==> src/rtl/mul_cpa.sv <==
// mul_cpa: multi-cycle carry-propagate adder for the multiplier back end.
// Adds the carry-save sum/carry pair from the CSA tree one CHUNK_WIDTH
// slice per cycle, ripples a registered carry between chunks, and returns
// the selected product word with its tag to multiplier writeback.
//
// Handshake rules (both ports): a transfer happens on a rising edge where
// valid && ready are both high. in_ready is high only in IDLE, and out_valid
// is high only in DONE. Both are decoded straight from the state register, so
// neither depends combinationally on in_valid or out_ready. While out_valid is
// high and out_ready is low, out_result and out_tag hold steady. A flush
// overrides both handshakes in the same cycle. A simultaneous input transfer
// is dropped. A simultaneous output transfer is treated as consumed.
module mul_cpa #(
   parameter int WORD_WIDTH            = 32,
   parameter int PARTIAL_PRODUCT_WIDTH = 2 * (WORD_WIDTH + 1),
   parameter int CHUNK_WIDTH           = 22,
   parameter int TAG_WIDTH             = 6
) (
   input  logic                             clk,
   input  logic                             rst_n,
   input  logic                             flush,
   input  logic                             in_valid,
   output logic                             in_ready,
   input  logic [PARTIAL_PRODUCT_WIDTH-1:0] in_sum,
   input  logic [PARTIAL_PRODUCT_WIDTH-1:0] in_carry,
   input  logic                             in_hi,
   input  logic [TAG_WIDTH-1:0]             in_tag,
   output logic                             out_valid,
   input  logic                             out_ready,
   output logic [WORD_WIDTH-1:0]            out_result,
   output logic [TAG_WIDTH-1:0]             out_tag,
   output logic [1:0]                       dbg_state
);

   localparam int NUM_CHUNKS = PARTIAL_PRODUCT_WIDTH / CHUNK_WIDTH;
   localparam int IDX_W      = (NUM_CHUNKS > 1) ? $clog2(NUM_CHUNKS) : 1;

   localparam logic [IDX_W-1:0] LAST_IDX = IDX_W'(NUM_CHUNKS - 1);

   // Encoding of the state register
   localparam logic [1:0] ST_IDLE = 2'd0;
   localparam logic [1:0] ST_ADD  = 2'd1;
   localparam logic [1:0] ST_DONE = 2'd2;

   logic [1:0]                       state_q, state_d;
   logic [IDX_W-1:0]                 idx_q, idx_d;
   logic                             chunk_carry_q, chunk_carry_d;
   logic [PARTIAL_PRODUCT_WIDTH-1:0] sum_q, sum_d;
   logic [PARTIAL_PRODUCT_WIDTH-1:0] carry_q, carry_d;
   logic [PARTIAL_PRODUCT_WIDTH-1:0] result_q, result_d;
   logic                             hi_q, hi_d;
   logic [TAG_WIDTH-1:0]             tag_q, tag_d;

   // One CHUNK_WIDTH adder, shared by every chunk; bit CHUNK_WIDTH is carry-out
   logic [CHUNK_WIDTH:0]             chunk_add;

   // Select the current chunk of sum/carry and add it with the inter-chunk carry
   always_comb begin
      chunk_add = '0;
      for (int c = 0; c < NUM_CHUNKS; c++) begin
         if (idx_q == IDX_W'(c)) begin
            chunk_add = {1'b0, sum_q[c*CHUNK_WIDTH +: CHUNK_WIDTH]}
                      + {1'b0, carry_q[c*CHUNK_WIDTH +: CHUNK_WIDTH]}
                      + (CHUNK_WIDTH + 1)'(chunk_carry_q);
         end
      end
   end

   // Next-state logic: capture in IDLE, resolve one chunk per cycle in ADD,
   // hold the result in DONE until it is taken; flush wins over everything
   always_comb begin
      state_d       = state_q;
      idx_d         = idx_q;
      chunk_carry_d = chunk_carry_q;
      sum_d         = sum_q;
      carry_d       = carry_q;
      result_d      = result_q;
      hi_d          = hi_q;
      tag_d         = tag_q;

      if (flush) begin
         state_d       = ST_IDLE;
         idx_d         = '0;
         chunk_carry_d = 1'b0;
      end else begin
         case (state_q)
            ST_IDLE: begin
               if (in_valid) begin
                  sum_d         = in_sum;
                  carry_d       = in_carry;
                  hi_d          = in_hi;
                  tag_d         = in_tag;
                  idx_d         = '0;
                  chunk_carry_d = 1'b0;
                  state_d       = ST_ADD;
               end
            end

            ST_ADD: begin
               for (int c = 0; c < NUM_CHUNKS; c++) begin
                  if (idx_q == IDX_W'(c)) begin
                     result_d[c*CHUNK_WIDTH +: CHUNK_WIDTH] = chunk_add[CHUNK_WIDTH-1:0];
                  end
               end
               if (idx_q == LAST_IDX) begin
                  // Carry out of the top chunk is dropped: arithmetic is
                  // modulo 2^PARTIAL_PRODUCT_WIDTH
                  idx_d         = '0;
                  chunk_carry_d = 1'b0;
                  state_d       = ST_DONE;
               end else begin
                  idx_d         = idx_q + 1'b1;
                  chunk_carry_d = chunk_add[CHUNK_WIDTH];
               end
            end

            ST_DONE: begin
               if (out_ready) begin
                  state_d = ST_IDLE;
               end
            end

            default: begin
               state_d       = ST_IDLE;
               idx_d         = '0;
               chunk_carry_d = 1'b0;
            end
         endcase
      end
   end

   // State and datapath registers, cleared asynchronously on reset
   always_ff @(posedge clk or negedge rst_n) begin
      if (!rst_n) begin
         state_q       <= ST_IDLE;
         idx_q         <= '0;
         chunk_carry_q <= 1'b0;
         sum_q         <= '0;
         carry_q       <= '0;
         result_q      <= '0;
         hi_q          <= 1'b0;
         tag_q         <= '0;
      end else begin
         state_q       <= state_d;
         idx_q         <= idx_d;
         chunk_carry_q <= chunk_carry_d;
         sum_q         <= sum_d;
         carry_q       <= carry_d;
         result_q      <= result_d;
         hi_q          <= hi_d;
         tag_q         <= tag_d;
      end
   end

   // Handshake flags are pure decodes of the state register
   assign in_ready  = (state_q == ST_IDLE);
   assign out_valid = (state_q == ST_DONE);

   // Word select from registered result; a constant shift, no arithmetic
   assign out_result = WORD_WIDTH'(hi_q ? (result_q >> WORD_WIDTH) : result_q);
   assign out_tag    = tag_q;
   assign dbg_state  = state_q;

endmodule

==> config.mk <==
export PLATFORM = sky130hd
export DESIGN_NAME = mul_cpa
export DESIGN_NICKNAME = d
export VERILOG_FILES = /design/src/rtl/mul_cpa.sv
export SDC_FILE = /design/constraint.sdc
export NUM_CORES = 1
export LEC_CHECK = 0
export ABC_AREA = 1
export BUFFER_PORTS_ARGS = -buffer_cell sky130_fd_sc_hd__buf_2
export CAP_MARGIN = 20
export CORE_MARGIN = 2
export CORE_UTILIZATION = 40
export DETAILED_ROUTE_END_ITERATION = 16
export GPL_TIMING_DRIVEN = 0
export SLEW_MARGIN = 20
export SYNTH_ARGS = -nofsm -noshare
export SYNTH_HDL_FRONTEND = slang
export SYNTH_SLANG_ARGS = --single-unit
==> constraint.sdc <==
create_clock -name clk -period 2.6 [get_ports clk]
set_input_delay 0.26 -clock clk [delete_from_list [all_inputs] [get_ports clk]]
set_output_delay 0.26 -clock clk [all_outputs]
set_load 0.03 [all_outputs]
==> results.ini <==
[status]
status=finished, final reports clean

[clocking]
htreeDepth=1
cts.clk_slew.worst_paths_ps=60
worstSkewPairLatency_ps=530
clock-sinks=208
cts.path.max_buffers=3
cts_tree=yes
root_buffer=clkbuf_16
cts_buffers=24

[die]
die_h_um=184
row_count=66
start_util_pct=40.3
io_pins=186
fp.dieArea_mm2=0.0340
fp.coreArea_mm2=0.0323
die-width_um=184

[setup_path]
cp_max_fo=10
crit_required_ps=2340
path_buf_inv=3
worst_path_most_repeated_cell=clkbuf_1
crit_arrival_ps=2240
critPathLaunchType=flop
path_cells=clkbuf_1 > clkbuf_1 > mux2_2 > buf_2
crit_family=buffers and inverters
worst_path_largest_cell_delay_ps=530
r2r-start=chunk_carry_q
critPathSlowestCell=clkbuf_1
worst_setup_path_end_kind=output port
r2r_end=result_q[30]
reg2reg_depth=11
r2r_slack_ps=140
crit_type=reg -> out

[logic_synthesis]
ys_warn_count=0
synth_top_area_share_pct=40.0
ys_top_cells_by_area=dfrtp_1 40%, nand2_1 17%, mux2_2 12%, ha_1 6.1%, inv_1 6.1%
netlist_area_mm2=0.0130
syn_inst=1659
ys_types=38
avgSynthCellArea_um2=7.84
synth_seq_cells=208
ys_seq_area_share_pct=40.0
synth_area_leader_cell=dfrtp_1
synth_nets=1872

[sta]
whs_ps=21.7
fmaxAchievable_mhz=400
setup_tns_ps=0
post-route-period-util_pct=96.1
tightest_slew_ps=783
timing_hold_violations_final=0
finalSetupViolCount=0
clock_skew_ps=9.35
slew_headroom_pct=47.8
report.final.slew_viol_count=0
grt_setup_unrepaired=no
min_period_ps=2500

[detailed_routing]
routedWlPerCell_um=15.6
drc_errors=0
drtPass1Iterations=5
routed-wl-met2_mm=17.6
wl_met3_mm=2.12
dr.first_iter.drc_count=623
via_per_inst=4.83
highest_layer=met5
wirelength_mm=38.7
num_vias=11971
met1_length_mm=17.9
final_antenna_net_count=0

[power]
power.switching_uw=7190
power_frac_comb_pct=50.1
pwr-share-clk_pct=21.8
p_seq_share_pct=28.1
leakage_uw=0.00881
swShare_pct=43.6
powerDensity_mw_per_mm2=970
irDropWorstVdd_mv=0.548
internal-power_uw=9290

[run]
drv_cap=0

[grt]
grt_pass1_vias=11875
overflow=0
antenna_found_initial=2
track_usage_pct=23.2
grt_max_degree=75
grt_first_pass_wirelength_mm=62.1

[layout]
drive_above_1_share_pct=23.5
final_common_cell=nand2_1
finalNetCount=2229
area_delta_synth_final_pct=30.7
final_cell_mix=574 x nand2_1, 212 x buf_2, 208 x dfrtp_1
stdcell_count=2477

[placement]
port_buffers=185
gp_congestion=0.935
hpwl_mm=29.3
placedCellCount=2288

[hold_path]
min_path_cells=2
hold_path_end=carry_q[43]
hp-start=in_carry[43]
hp-class=in -> reg

## cell usage after synthesis (all sizes together)
| master | instances |
|---|---|
| dfrtp | 208 |
| buf | 29 |
| o21bai | 4 |
| nand2 | 586 |
| o221ai | 3 |
| o21ai | 62 |
| o211ai | 1 |
| a21boi | 1 |
| ha | 63 |
| and2 | 3 |
| a21oi | 62 |
| clkinv | 1 |
| nor2 | 107 |
| xnor2 | 2 |
| nand4 | 12 |
| fa | 6 |
| clkbuf | 11 |
| o21a | 1 |
| nand3 | 98 |
| or2 | 7 |
| xor2 | 7 |
| nand3b | 16 |
| inv | 221 |
| o311ai | 1 |
| mux2 | 138 |
| nor3 | 8 |
| a211oi | 1 |
## per-stage QoR
stage / setup slack (ps) / total power (µW) / utilization [%] / instance area, µm²
floorplan: 349 / 10000 / - / 13000
global placement: -2360 / 12300 / 44.9 / 14500
detailed placement: -258 / 12400 / 45.1 / 14500
CTS: 17.3 / 16300 / 52.2 / 16900
global route: 2.20 / 17700 / 52.6 / 17000
finish: 102 / 16500 / 52.6 / 17000
## what timing repair did
action	4_1_cts	5_1_grt
gates resized for setup	22	17
gates cloned	0	0
hold buffers	138	0
pin swaps	1	6
buffers inserted	0	6
endpoints found under the setup margin	26	23
endpoints found under the hold margin	197	0
## layer usage
metal	track usage [%]	up-vias
li1	-	5990
met1	31.1	5565
met2	39.1	343
met3	3.40	71
met4	6.72	2
met5	0.148	-
## cell type report
class | count | area, µm²
buffer | 40 | 189
tap | 442 | 553
antenna | 1 | 2.50
inverter | 222 | 833
multi-input combinational | 1189 | 6940
clock buffer | 37 | 761
fill | 3065 | 15300
sequential | 208 | 5200
timing repair buffer | 331 | 2420
clock inverter | 7 | 85.1
## registers in the layout, summed over array words and instances, names as in the netlist
register       flops
carry_q           66
sum_q             66
result_q          64
out_tag            6
dbg_state          2
idx_q              2
chunk_carry_q      1
hi_q               1
## power by group through the flow
stage,logic (µW),clock network (µW),registers (µW)
after global routing,9230,3770,4730
after global placement,7690,0,4640
after floorplan,5450,0,4560
after CTS,8060,3640,4620
final,8260,3590,4620
after detailed placement,7750,0,4670
## cells by family after synthesis
logic type                 synth area share, %
AOI/OAI and AO/OA                         5.62
and+or+nand+nor                           27.0
buffers and inverters                     7.86
adders and majority gates                 6.99
xor gates and xnor gates                 0.606
muxes                                     12.0
DFF                                       40.0
## how the worst max path moves through the flow
stage / to / slack (ps) / start / cells after the start
global placement: sum_q[35] / -2360 / rst_n / 1
CTS: result_q[36] / 20 / chunk_carry_q / 15
global route: result_q[34] / 2 / chunk_carry_q / 16
finish: out_result[9] / 100 / hi_q / 4
detailed placement: result_q[30] / -260 / chunk_carry_q / 11
floorplan: result_q[30] / 350 / chunk_carry_q / 11
No activity file was read; power rests on OpenSTA's default activity.
